File: src/rtl/alu_seq_pkg.sv
// Shared types for the ALU sequencer: FSM state encoding and captured instruction record.
package alu_seq_pkg;

    localparam int ALU_SEQ_DATA_W = 4;
    localparam int ALU_SEQ_OP_W   = 4;
    // Index fields are sized for the largest supported register file (8 entries).
    localparam int ALU_SEQ_IDX_W  = 3;

    typedef enum logic [1:0] {
        IDLE = 2'd0,
        READ = 2'd1,
        EXEC = 2'd2,
        WB   = 2'd3
    } alu_seq_state_t;

    typedef struct packed {
        logic [ALU_SEQ_OP_W-1:0]   op;
        logic [ALU_SEQ_IDX_W-1:0]  rd;
        logic [ALU_SEQ_IDX_W-1:0]  rs;
        logic                      imm_sel;
        logic [ALU_SEQ_DATA_W-1:0] imm;
    } alu_seq_instr_t;

    function automatic logic is_zero(input logic [ALU_SEQ_DATA_W-1:0] value);
        return (value == {ALU_SEQ_DATA_W{1'b0}});
    endfunction

endpackage

File: src/rtl/alu_seq_regfile.sv
// Operand register file: one synchronous write port, two operand reads and a debug read,
// all reads combinational.
module alu_seq_regfile
    import alu_seq_pkg::*;
#(
    parameter int DATA_W    = ALU_SEQ_DATA_W,
    parameter int NUM_REGS  = 4,
    parameter int REG_IDX_W = $clog2(NUM_REGS)
) (
    input  logic                 clk,
    input  logic                 rst_n,
    input  logic                 we,
    input  logic [REG_IDX_W-1:0] waddr,
    input  logic [DATA_W-1:0]    wdata,
    input  logic [REG_IDX_W-1:0] raddr_a,
    output logic [DATA_W-1:0]    rdata_a,
    input  logic [REG_IDX_W-1:0] raddr_b,
    output logic [DATA_W-1:0]    rdata_b,
    input  logic [REG_IDX_W-1:0] dbg_sel,
    output logic [DATA_W-1:0]    dbg_data
);

    logic [DATA_W-1:0] regs_q [NUM_REGS];
    logic [DATA_W-1:0] regs_d [NUM_REGS];

    // Next register contents: single write port.
    always_comb begin
        regs_d = regs_q;
        if (we) begin
            regs_d[waddr] = wdata;
        end else begin
            regs_d = regs_q;
        end
    end

    // Register storage, cleared asynchronously.
    always_ff @(posedge clk or negedge rst_n) begin
        if (!rst_n) begin
            for (int i = 0; i < NUM_REGS; i++) begin
                regs_q[i] <= {DATA_W{1'b0}};
            end
        end else begin
            regs_q <= regs_d;
        end
    end

    assign rdata_a  = regs_q[raddr_a];
    assign rdata_b  = regs_q[raddr_b];
    assign dbg_data = regs_q[dbg_sel];

endmodule

File: src/rtl/alu_sequencer.sv
// Four-state sequencer driving an external ALU: capture, operand read, execute, writeback.
// Optional ALU_SEQ_STICKY_OVF_EN makes flagOvf sticky and adds the ovfClr input.
module alu_sequencer
    import alu_seq_pkg::*;
#(
    parameter int DATA_W    = ALU_SEQ_DATA_W,
    parameter int NUM_REGS  = 4,
    parameter int REG_IDX_W = $clog2(NUM_REGS)
) (
    input  logic                 clk,
    input  logic                 rstN,
    input  logic                 instrValid,
    output logic                 instrReady,
    input  logic [3:0]           instrOp,
    input  logic [REG_IDX_W-1:0] instrRd,
    input  logic [REG_IDX_W-1:0] instrRs,
    input  logic                 instrImmSel,
    input  logic [DATA_W-1:0]    instrImm,
    output logic [3:0]           aluOpCode,
    output logic [DATA_W-1:0]    aluA,
    output logic [DATA_W-1:0]    aluB,
    input  logic [DATA_W-1:0]    aluResult,
    input  logic                 aluOverFlow,
    output logic                 resultValid,
    output logic [DATA_W-1:0]    resultData,
    output logic                 flagZero,
    output logic                 flagOvf,
`ifdef ALU_SEQ_STICKY_OVF_EN
    input  logic                 ovfClr,
`endif
    input  logic [REG_IDX_W-1:0] dbgSel,
    output logic [DATA_W-1:0]    dbgData
);

    alu_seq_state_t    state_q, state_d;
    alu_seq_instr_t    instr_q, instr_d;
    logic [3:0]        alu_op_q, alu_op_d;
    logic [DATA_W-1:0] alu_a_q, alu_a_d;
    logic [DATA_W-1:0] alu_b_q, alu_b_d;
    logic              result_valid_q, result_valid_d;
    logic [DATA_W-1:0] result_data_q, result_data_d;
    logic              flag_zero_q, flag_zero_d;
    logic              flag_ovf_q, flag_ovf_d;
    logic              instr_ready_q, instr_ready_d;
    logic              wb_en_s;
    logic [DATA_W-1:0] rdata_a_s, rdata_b_s;
    logic              idx_unused_s;

    // Upper index bits exist only to fit the widest register file.
    assign idx_unused_s = ^{instr_q.rd, instr_q.rs};

    alu_seq_regfile #(
        .DATA_W    (DATA_W),
        .NUM_REGS  (NUM_REGS),
        .REG_IDX_W (REG_IDX_W)
    ) u_regfile (
        .clk      (clk),
        .rst_n    (rstN),
        .we       (wb_en_s),
        .waddr    (instr_q.rd[REG_IDX_W-1:0]),
        .wdata    (aluResult),
        .raddr_a  (instr_q.rd[REG_IDX_W-1:0]),
        .rdata_a  (rdata_a_s),
        .raddr_b  (instr_q.rs[REG_IDX_W-1:0]),
        .rdata_b  (rdata_b_s),
        .dbg_sel  (dbgSel),
        .dbg_data (dbgData)
    );

    // Next-state and datapath control for the capture/read/execute/writeback sequence.
    always_comb begin
        state_d        = state_q;
        instr_d        = instr_q;
        alu_op_d       = alu_op_q;
        alu_a_d        = alu_a_q;
        alu_b_d        = alu_b_q;
        result_valid_d = result_valid_q;
        result_data_d  = result_data_q;
        flag_zero_d    = flag_zero_q;
        wb_en_s        = 1'b0;
`ifdef ALU_SEQ_STICKY_OVF_EN
        flag_ovf_d     = ovfClr ? 1'b0 : flag_ovf_q;
`else
        flag_ovf_d     = flag_ovf_q;
`endif
        case (state_q)
            IDLE: begin
                if (instrValid) begin
                    instr_d.op      = instrOp;
                    instr_d.rd      = ALU_SEQ_IDX_W'(instrRd);
                    instr_d.rs      = ALU_SEQ_IDX_W'(instrRs);
                    instr_d.imm_sel = instrImmSel;
                    instr_d.imm     = ALU_SEQ_DATA_W'(instrImm);
                    state_d         = READ;
                end else begin
                    state_d = IDLE;
                end
            end
            READ: begin
                alu_op_d = instr_q.op;
                alu_a_d  = rdata_a_s;
                alu_b_d  = instr_q.imm_sel ? DATA_W'(instr_q.imm) : rdata_b_s;
                state_d  = EXEC;
            end
            EXEC: begin
                wb_en_s        = 1'b1;
                result_data_d  = aluResult;
                flag_zero_d    = is_zero(ALU_SEQ_DATA_W'(aluResult));
                result_valid_d = 1'b1;
`ifdef ALU_SEQ_STICKY_OVF_EN
                // A setting writeback overrides a same-cycle clear.
                flag_ovf_d     = aluOverFlow | flag_ovf_d;
`else
                flag_ovf_d     = aluOverFlow;
`endif
                state_d        = WB;
            end
            WB: begin
                result_valid_d = 1'b0;
                state_d        = IDLE;
            end
            default: begin
                result_valid_d = 1'b0;
                state_d        = IDLE;
            end
        endcase
        instr_ready_d = (state_d == IDLE);
    end

    // State and output registers.
    always_ff @(posedge clk or negedge rstN) begin
        if (!rstN) begin
            state_q        <= IDLE;
            instr_q        <= '{default: '0};
            alu_op_q       <= 4'd0;
            alu_a_q        <= {DATA_W{1'b0}};
            alu_b_q        <= {DATA_W{1'b0}};
            result_valid_q <= 1'b0;
            result_data_q  <= {DATA_W{1'b0}};
            flag_zero_q    <= 1'b0;
            flag_ovf_q     <= 1'b0;
            instr_ready_q  <= 1'b1;
        end else begin
            state_q        <= state_d;
            instr_q        <= instr_d;
            alu_op_q       <= alu_op_d;
            alu_a_q        <= alu_a_d;
            alu_b_q        <= alu_b_d;
            result_valid_q <= result_valid_d;
            result_data_q  <= result_data_d;
            flag_zero_q    <= flag_zero_d;
            flag_ovf_q     <= flag_ovf_d;
            instr_ready_q  <= instr_ready_d;
        end
    end

    assign instrReady  = instr_ready_q;
    assign aluOpCode   = alu_op_q;
    assign aluA        = alu_a_q;
    assign aluB        = alu_b_q;
    assign resultValid = result_valid_q;
    assign resultData  = result_data_q;
    assign flagZero    = flag_zero_q;
    assign flagOvf     = flag_ovf_q;

endmodule

File: config.mk
export PLATFORM = sky130hd
export DESIGN_NAME = alu_sequencer
export DESIGN_NICKNAME = d
export VERILOG_FILES = /design/src/rtl/alu_seq_pkg.sv /design/src/rtl/alu_seq_regfile.sv /design/src/rtl/alu_sequencer.sv
export SDC_FILE = /design/constraint.sdc
export NUM_CORES = 1
export LEC_CHECK = 0
export CAP_MARGIN = 25
export CORE_ASPECT_RATIO = 1.75
export CORE_MARGIN = 2
export CORE_UTILIZATION = 35
export DETAILED_ROUTE_END_ITERATION = 12
export SYNTH_ARGS = -nofsm -noshare
export SYNTH_HDL_FRONTEND = slang
export SYNTH_SLANG_ARGS = --single-unit
File: constraint.sdc
create_clock -name clk -period 4.67 [get_ports clk]
set_input_delay 0.467 -clock clk [delete_from_list [all_inputs] [get_ports clk]]
set_output_delay 0.467 -clock clk [all_outputs]
set_load 0.05 [all_outputs]
### After elaboration in Yosys (flattened, before gate mapping)

Index checks and enable logic that the tools add are counted.

* $add $sub $neg: 0
* multipliers: 0
* divide/modulo/power cells: 0
* order comparisons: 4
* equality and inequality tests: 3
* shift-type cells: 0
* multiplexer cells: 17
* bitwise operators: 3
* reduce and logical (&&, ||, !) cells: 6

Operator list (count)
* 4-bit 2-to-1 mux: 8
* 4-bit binary-select mux with 2-bit select: 3
* 16-bit bitwise mux: 1
* 3-bit greater-or-equal comparator (second input constant): 3
* 2-bit NOT with 3-bit output: 3
* 4-bit demux with 2-bit select: 1
* 2-bit case mux with 4 select lines: 1
* 2-bit equality test (second input constant): 2
* 2-bit zero test: 2
* 4-bit zero test: 1
* 3-bit by 1-bit less-than comparator with 1-bit output (second input constant): 1
* 2-bit by 1-bit equality test with 1-bit output (second input constant): 1
* 1-bit 2-to-1 mux: 2
* 1-bit case mux with 2 select lines: 1
* 2-bit AND reduction: 1
* 2-bit nonzero test: 1
* 1-bit logical AND: 1

* flip-flop bits (word level): 51
* latch bits: 0
* memory bits (writable): 0
* bits in read-only memories: 0
* bits of input ports: 23
* output and inout bits: 24
* logic and storage cells: 51
* memories: 0

### Logic depth before layout (Yosys ltp)

Gate-level depths: netlist of run 1.

* depth after elaboration: 6
* gate-level depth with buffers: 5
* depth with buffers taken out: 4

### Cells and area by module

Synthesis of run 1 repeated with hierarchy kept, for this count alone.

* cell total of the unflattened synthesis: 141
* area, all modules: 2363.5 µm²

By module, submodules not included
* alu_sequencer: times used 1, cells each 93, area an instance 1462.7 µm², sequential area each 877.1 µm²
* alu_seq_regfile: times used 1, cells each 48, area an instance 900.9 µm², sequential area each 400.4 µm²

### Least setup slack after synthesis of run 1

OpenSTA, ideal clock, no wires.

* kind: flip-flop to flip-flop
* start point: register state_q[0]
* end point: register u_regfile.regs_q[12] (netlist bit)
* setup time: 0.125 ns
* data arrival time: 1.488 ns
* required time: 4.545 ns
* setup slack: 3.057 ns
* stages on the path, launching flop included: 5
* buffers on the path: 0
* period minus slack after synthesis: 1.613 ns
* path through: dfrtp_1 > inv_1 > ha_1 > nor3b_1 > mux2_2

* cells in the longest elaborated chain, start to end: 2

RTL lines
* from (decl): line alu_sequencer.sv:35 `alu_seq_state_t state_q, state_d;`
* from (signal assigned): line alu_sequencer.sv:144 `state_q <= state_d;`
* 2-bit equality test: line alu_sequencer.sv:86 `case (state_q)`
* 1-bit 2-to-1 mux: line alu_sequencer.sv:86
* to (signal, indexed assignment): line alu_seq_regfile.sv:40 `regs_q[i] <= {DATA_W{1'b0}};`
* to (signal assigned): line alu_seq_regfile.sv:43 `regs_q <= regs_d;`
* to (decl): line alu_seq_regfile.sv:23 `logic [DATA_W-1:0] regs_q [NUM_REGS];`

No other way between the ends.
A chain may end at the register's enable or synchronous reset.

### Worst setup path in the final report of run 1

* start point: input port dbgSel[0]
* end point: output port dbgData[1]

* cells in the longest elaborated chain, start to end: 4

RTL lines
* from (decl): line alu_sequencer.sv:31 `input logic [REG_IDX_W-1:0] dbgSel,`
* 2-bit NOT with 3-bit output (implied by the code): line alu_seq_regfile.sv:49 `assign dbg_data = regs_q[dbg_sel];`
* 4-bit binary-select mux with 2-bit select: line alu_seq_regfile.sv:49
* 4-bit 2-to-1 mux (implied by the code) (2 in series): line alu_seq_regfile.sv:49
* to (decl): line alu_sequencer.sv:32 `output logic [DATA_W-1:0] dbgData`

No other way between the ends. The select of a mux whose other input is x is not followed.

==> reports/results.md, run 1 <==
## Floorplan
- 111.5 um — DIE HEIGHT
- 65.41 um — Die Wd
- 39 — Std-Cell Rows
- 6441 sq um — Core ar.
- 0.3586 — initial core utilization
- 7291 sq um — area of the die
- 47 — I/O pin cnt

## Synthesis
- dfrtp_1 (50), mux2_2 (44), mux4_2 (9), ha_1 (6), a221o_1 (4) — synth cell count leaders
- dfrtp_1 — library cell with the highest instance count after synthesis
- 168 — nets in the synthesized netlist
- 0 — number of enable flip-flop cells after synthesis
- 0.5417 — proportion of netlist area held by the largest area contributor
- 0.5531 — share of the yosys chip area belonging to registers
- 16.62 sq um — Synth Area per Inst
- 1.000 — async set-reset flop share out of synthesis
- 51 — #FFs+latches synth
- 0 — Yosys Warn Count
- dfrtp_1 (54%), mux2_2 (21%), mux4_2 (8.8%), mux4_1 (3.4%), ha_1 (3.3%) — Synth area leaders
- 21 — library cells used by synthesis
- dfrtp_1 — Primary FF master, synth
- 2310 sq um — area of the mapped netlist
- dfrtp_1 — most area-hungry cell type in the Yosys netlist
- 139 — synthesized netlist cell count

## Global routing
- 0.1443 — total routing usage reported by global routing
- 28 — largest net degree at the start of global routing
- 1552 — vias in the first global route
- 0 — grt ovf
- 7.728 mm — global-route wire length before repair
- 0 — antenna violations before repair

## Timing
- 0 — count of endpoints failing setup in the final report
- 0.6130 — post-route fraction of the period consumed by the critical path
- 0 — Final Hold Vio Count
- 0.3493 GHz — Fmax achieved
- 0.003004 ns — final worst clock skew
- 0.7673 ns — Worst Tran Pin Value
- 0 ns — summed negative setup slack over all endpoints
- 2.863 ns — final critical-path required period
- 0 — Final Max Tran Viols
- 0.1774 ns — Hold WS
- false — unrepaired setup endpoints after global routing
- 0.4873 — worst-case headroom to the max-slew limit

## Setup path
- output pin — critical path endpoint category
- 4 — largest fanout on the critical path
- 4 — FF-to-FF path depth
- 4.20 ns — required time at the worst-slack endpoint
- 2.70 ns — worst-case register-to-register setup slack
- input port — Worst setup SP type
- state_q[0] — reg-to-reg critical path startpoint
- input port to output pin — critical path start-end classification
- 2.40 ns — CP Data Arrival Time
- u_regfile.regs_q[15] — Critical R2R Capture

## Routing
- 4.693 mm — detailed-route wire length
- 1389 — via count
- 0 — number of design rule violations left after detail routing
- 17.32 um — post-detailed-route wirelength per cell
- 0 — post-detailed-route count of antenna-violating nets
- 5.125 — post-detailed-route via-to-cell ratio
- 4 — Initial DRT Pass Iterations
- 49 — iteration-0 DRC count of the detailed router

## Place
- 2843 sq um — cell area after placement
- 0.8024 — global placer's final weighted congestion
- 263 — placed cell count
- 46 — quantity of I/O buffers inserted on ports
- 3.614 mm — HPWL Detailed

## Pwr
- 0.356 — Seq pwr share
- 0.3583 mV — VDD IR-drop max
- 962.9 uW — reported net switching power
- 0.3982 — Sw Share
- 811.4 nW/um^2 — cell area power density
- 0.144 — clock power share
- 1.455 mW — internal power contribution
- 1.241 nW — Leakage Power
- 0.500 — part of the power in combinational logic

## Clocking
- 0.29 ns — clock latency reported for the late side of the worst-skew pair
- 2 — maximum level of the CTS H-tree
- 0 — hold_buf cts
- 0 — post-cts resize count
- 2 — maximum clock insertion buffer count
- 0 — buffers inserted by post-CTS timing repair
- 51 — # clock sinks
- 0.06 ns — clock transition time at the flip-flop clock pins of the worst setup and hold paths
- done — CTS tree
- clkbuf_16 — clock tree root buffer cell
- 5 — number of buffers added by the clock tree synthesis step

## Cells and area
- 2980 sq um — finished layout cell area
- 217 — number of nets in the finished design
- 271 — post-layout instance count excluding filler cells
- 0.4627 — Post-Route Utilization
- 0.3386 — fraction of layout cells with a size suffix above 1
- 29.04% — synth-to-layout area growth
- 0 — number of diodes
- 600 — fill cell total of the finished layout

## Min path
- input port to async pin — classification of the worst-slack hold path

## Status
- finished clean — status

## Job
- 0 — count of max-cap constraint violations

[registers in the layout, summed over array words and instances, names as in the netlist]
signal            count
aluOpCode             4
instr_q              13
u_regfile.regs_q     16
aluB                  4
resultData            4
state_q               2
flagZero              1
aluA                  4
instrReady            1
resultValid           1
flagOvf               1
[layout make-up]
| type | count | area, sq um | area share |
|---|---|---|---|
| Clock buffer | 7 | 132.6 | 0.04450 |
| Inverter | 3 | 11.26 | 0.003778 |
| Clock inverter | 1 | 5.005 | 0.001679 |
| Multi-Input combinational cell | 80 | 975.9 | 0.3275 |
| Sequential cell | 51 | 1277 | 0.4286 |
| Tap cell | 82 | 102.6 | 0.03442 |
| Timing Repair Buffer | 47 | 475.5 | 0.1595 |
[cell usage in the layout, fill, tap and decap left out]
| master | n |
|---|---|
| a221o_1 | 4 |
| and2b_2 | 1 |
| and3_1 | 3 |
| and3_2 | 1 |
| buf_12 | 1 |
| buf_2 | 1 |
| clkbuf_1 | 2 |
| clkbuf_16 | 5 |
| clkdlybuf4s50_1 | 45 |
| clkinv_2 | 1 |
| dfrtp_1 | 50 |
| dfstp_2 | 1 |
| ha_1 | 6 |
| inv_1 | 3 |
| mux2_2 | 44 |
| mux4_1 | 3 |
| mux4_2 | 9 |
| nand2_1 | 1 |
| nand3_1 | 1 |
| nand3b_1 | 2 |
| nor2_1 | 3 |
| nor3b_1 | 1 |
| nor4_1 | 1 |
[per-layer routing]
| layer | vias up | GRT usage | share of wire |
|---|---|---|---|
| met5 | - | 0 | 0 |
| met4 | 0 | 0.06806 | 0.027 |
| met3 | 9 | 0.04343 | 0.042 |
| met2 | 41 | 0.2565 | 0.57 |
| met1 | 714 | 0.1506 | 0.36 |
| li1 | 625 | - | - |
[logic make-up (layout without fill, tap and decap cells)]
logic type / count (synthesis) / after routing / synth area share
compound gates: 4 / 4 / 0.01734
mux: 56 / 56 / 0.3364
simple gates: 14 / 14 / 0.03629
fa+ha+maj: 6 / 6 / 0.03250
buf+inv: 8 / 58 / 0.02437
flops: 51 / 51 / 0.5531
[through the flow]
step                      power, mW  setup WS (ns)
final                         2.418          1.807
after global routing          2.551          1.755
after CTS                     2.454          1.791
after detailed placement      2.096          1.807
after global placement        2.058          1.815
after floorplan               1.731          3.057
[worst max-delay path, cell delays in order]
cell             delay (ns)
clkdlybuf4s50_1        0.65
mux4_2                 0.56
clkdlybuf4s50_1        0.71
[power groups by stage]
stage / clock network, mW / logic [mW] / registers (mW)
6_report: 0.348 / 1.21 / 0.861
3_5_place_dp: 0 / 1.23 / 0.869
3_3_place_gp: 0 / 1.20 / 0.858
5_1_grt: 0.381 / 1.28 / 0.893
2_1_floorplan: 0 / 0.642 / 1.09
4_1_cts: 0.360 / 1.23 / 0.864
[worst max-delay path by stage]
stage	from	endpoint	slack, ns	cells after the start
after global routing	dbgSel[0]	dbgData[1]	1.76	3
after global placement	dbgSel[0]	dbgData[1]	1.82	3
after CTS	dbgSel[0]	dbgData[1]	1.79	3
after floorplan	state_q[0]	u_regfile.regs_q[12]	3.06	4
after detailed placement	dbgSel[0]	dbgData[0]	1.81	3
final	dbgSel[0]	dbgData[1]	1.81	3
Note: power is estimated with default switching activity, not from simulation.
==> run 2, diff against run 1 <==
Clock period 4.67 ns to 2.7 ns, I/O delays scaled along.
==> run 2 against run 1 <==
Net effect: first-iteration DRC count increased by 35%; core utilization increased by 0.45 points; combinational power increased by 72%; wire length decreased by 2.1%; non-clock buffer count increased by 1; sequential cell count unchanged; via count decreased by 1.0%; critical path type unchanged; largest cell class unchanged.
==> reports/results.md, run 2 (synthesis gave the netlist of run 1 again) <==
## Status
- finished clean — status

## Global routing
- 0 — grt ovf
- 0 — antenna violations before repair
- 0.1394 — total routing usage reported by global routing
- 0.2551 — fraction of met2 tracks used by global routing
- 0.1435 — met1 Use GR
- 0.03939 — met3 track utilization from global routing
- 1445 — vias in the first global route
- met2 — busiest metal layer after global routing
- 7.486 mm — global-route wire length before repair
- 32 — largest net degree at the start of global routing

## Timing
- 0.5367 — worst-case headroom to the max-slew limit
- 0 ns — summed negative setup slack over all endpoints
- 0 — count of endpoints failing setup in the final report
- 0 — Final Hold Vio Count
- 0.4071 GHz — Fmax achieved
- 2.456 ns — final critical-path required period
- false — unrepaired setup endpoints after global routing
- 0 — Final Max Tran Viols
- 0.6934 ns — Worst Tran Pin Value
- 0.9097 — post-route fraction of the period consumed by the critical path
- 0.002818 ns — final worst clock skew

## Pwr
- 1423 nW/um^2 — cell area power density
- 0.7401 mV — VDD IR-drop max
- 1.262 nW — Leakage Power

## Setup path
- clkdlybuf4s50_1 — slowest library cell on the worst path
- 2.19 ns — CP Data Arrival Time
- 4 — largest fanout on the critical path
- state_q[0] — reg-to-reg critical path startpoint
- clkdlybuf4s50_1, mux4_2, clkdlybuf4s50_1 — cell chain of the critical path
- input port — Worst setup SP type
- clkdlybuf4s50_1 — most frequent cell on the critical path
- u_regfile.regs_q[12] — Critical R2R Capture
- 0.72 ns — crit-path max cell delay
- 2.43 ns — required time at the worst-slack endpoint
- output pin — critical path endpoint category
- 4 — FF-to-FF path depth
- 0.77 ns — worst-case register-to-register setup slack
- input port to output pin — critical path start-end classification

## Routing
- 4 — Initial DRT Pass Iterations
- 1375 — via count
- 0 — post-detailed-route count of antenna-violating nets
- 4.595 mm — detailed-route wire length
- 5.055 — post-detailed-route via-to-cell ratio
- 0 — number of design rule violations left after detail routing
- 66 — iteration-0 DRC count of the detailed router
- 16.89 um — post-detailed-route wirelength per cell

## Floorplan
- 6441 sq um — Core ar.
- 39 — Std-Cell Rows
- 7291 sq um — area of the die
- 47 — I/O pin cnt
- 0.3586 — initial core utilization
- 111.5 um — DIE HEIGHT
- 65.41 um — Die Wd

## Cells and area
- 0 — number of diodes
- dfrtp_1 (50), mux2_2 (44), clkdlybuf4s50_1 (43) — commonest non-fill, non-tap cells in the layout
- 16 — number of flip-flops in the largest register
- 0.3579 — fraction of layout cells with a size suffix above 1
- 218 — number of nets in the finished design
- dfrtp_1 — most common cell after layout, fill and taps aside
- 598 — fill cell total of the finished layout
- 3009 sq um — finished layout cell area
- u_regfile.regs_q — register bank with the most flops
- 30.28% — synth-to-layout area growth
- u_regfile.regs_q x16, instr_q x13 — largest registers in the final layout

## Clocking
- 2 — maximum level of the CTS H-tree
- 5 — number of buffers added by the clock tree synthesis step
- 2 — maximum clock insertion buffer count
- 0 — post-cts resize count
- 0 — buffers inserted by post-CTS timing repair
- 51 — # clock sinks
- clkbuf_16 — clock tree root buffer cell
- 0.06 ns — clock transition time at the flip-flop clock pins of the worst setup and hold paths
- done — CTS tree
- 0.28 ns — clock latency reported for the late side of the worst-skew pair

## Place
- 0.7563 — global placer's final weighted congestion
- 3.610 mm — HPWL Detailed
- 46 — quantity of I/O buffers inserted on ports
- 2825 sq um — cell area after placement

## Job
- 0 — count of max-cap constraint violations

## Min path
- input port to async pin — classification of the worst-slack hold path

## run 2: cell count changes in the layout (fill, tap and decap cells not counted)
cell / change
clkdlybuf4s50_1: -2
buf_12: -1
bufinv_16: +1
clkbuf_1: -2
clkbuf_8: +1
buf_4: +3
dlygate4sd3_1: +1
## run 2: worst max-delay path by stage
stage / startpoint / to / slack, ns / cells past startpoint
2_1_floorplan: state_q[0] / u_regfile.regs_q[12] / 1.09 / 4
3_3_place_gp: dbgSel[0] / dbgData[2] / 0.24 / 3
3_5_place_dp: dbgSel[0] / dbgData[2] / 0.23 / 3
4_1_cts: dbgSel[0] / dbgData[2] / 0.23 / 3
5_1_grt: dbgSel[0] / dbgData[1] / 0.19 / 3
6_report: dbgSel[0] / dbgData[1] / 0.24 / 3
## run 2: final cells by class
| cell class | instances | area [sq um] | area share |
|---|---|---|---|
| sequential | 51 | 1277 | 0.4245 |
| multi-input combinational | 80 | 975.9 | 0.3243 |
| timing repair buffer | 48 | 467.9 | 0.1555 |
| clock buffer | 6 | 138.9 | 0.04615 |
| tap | 82 | 102.6 | 0.03410 |
| clock inverter | 2 | 35.03 | 0.01164 |
| inverter | 3 | 11.26 | 0.003742 |
## run 2: worst max-delay path: cells and delay by family
| family | cells | cell delay (ns) |
|---|---|---|
| buf+inv | 2 | 1.37 |
| mux | 1 | 0.54 |
## run 2: metal layers
metal,routed length [um],part of all wire,vias up
met4,94,0.020,0
met3,233,0.051,5
met1,1605,0.35,709
met5,0,0,-
met2,2661,0.58,40
li1,-,-,621
## run 2: stage by stage
stage                     hold WS, ns  cells  setup WS, ns    util  power, mW
final                          0.4684    272        0.2438  0.4672      4.281
after global routing           0.5145    272        0.1885  0.4672      4.509
after CTS                      0.4759    272        0.2286  0.4672      4.347
after floorplan              -0.02559    139         1.087       -      2.994
after detailed placement       0.2516    263        0.2328  0.4386      3.614
after global placement         0.2396    263        0.2438  0.4386      3.555
## run 2: timing repair
action,in CTS,in global routing
hold endpoints to repair,20,0
hold buffers,1,0
setup endpoints to repair,0,0
## run 2: report_power, final
| group | switching, mW | internal [mW] |
|---|---|---|
| Sequential | 0.321 | 1.16 |
| Clock | 0.257 | 0.460 |
| Combinational | 1.08 | 1.00 |
==> run 3, diff against run 2 <==
Settings changed: CAP_MARGIN 25 to 20.
==> results of run 3 <==
The final DEF is identical to that of run 2; final timing and power are the same.
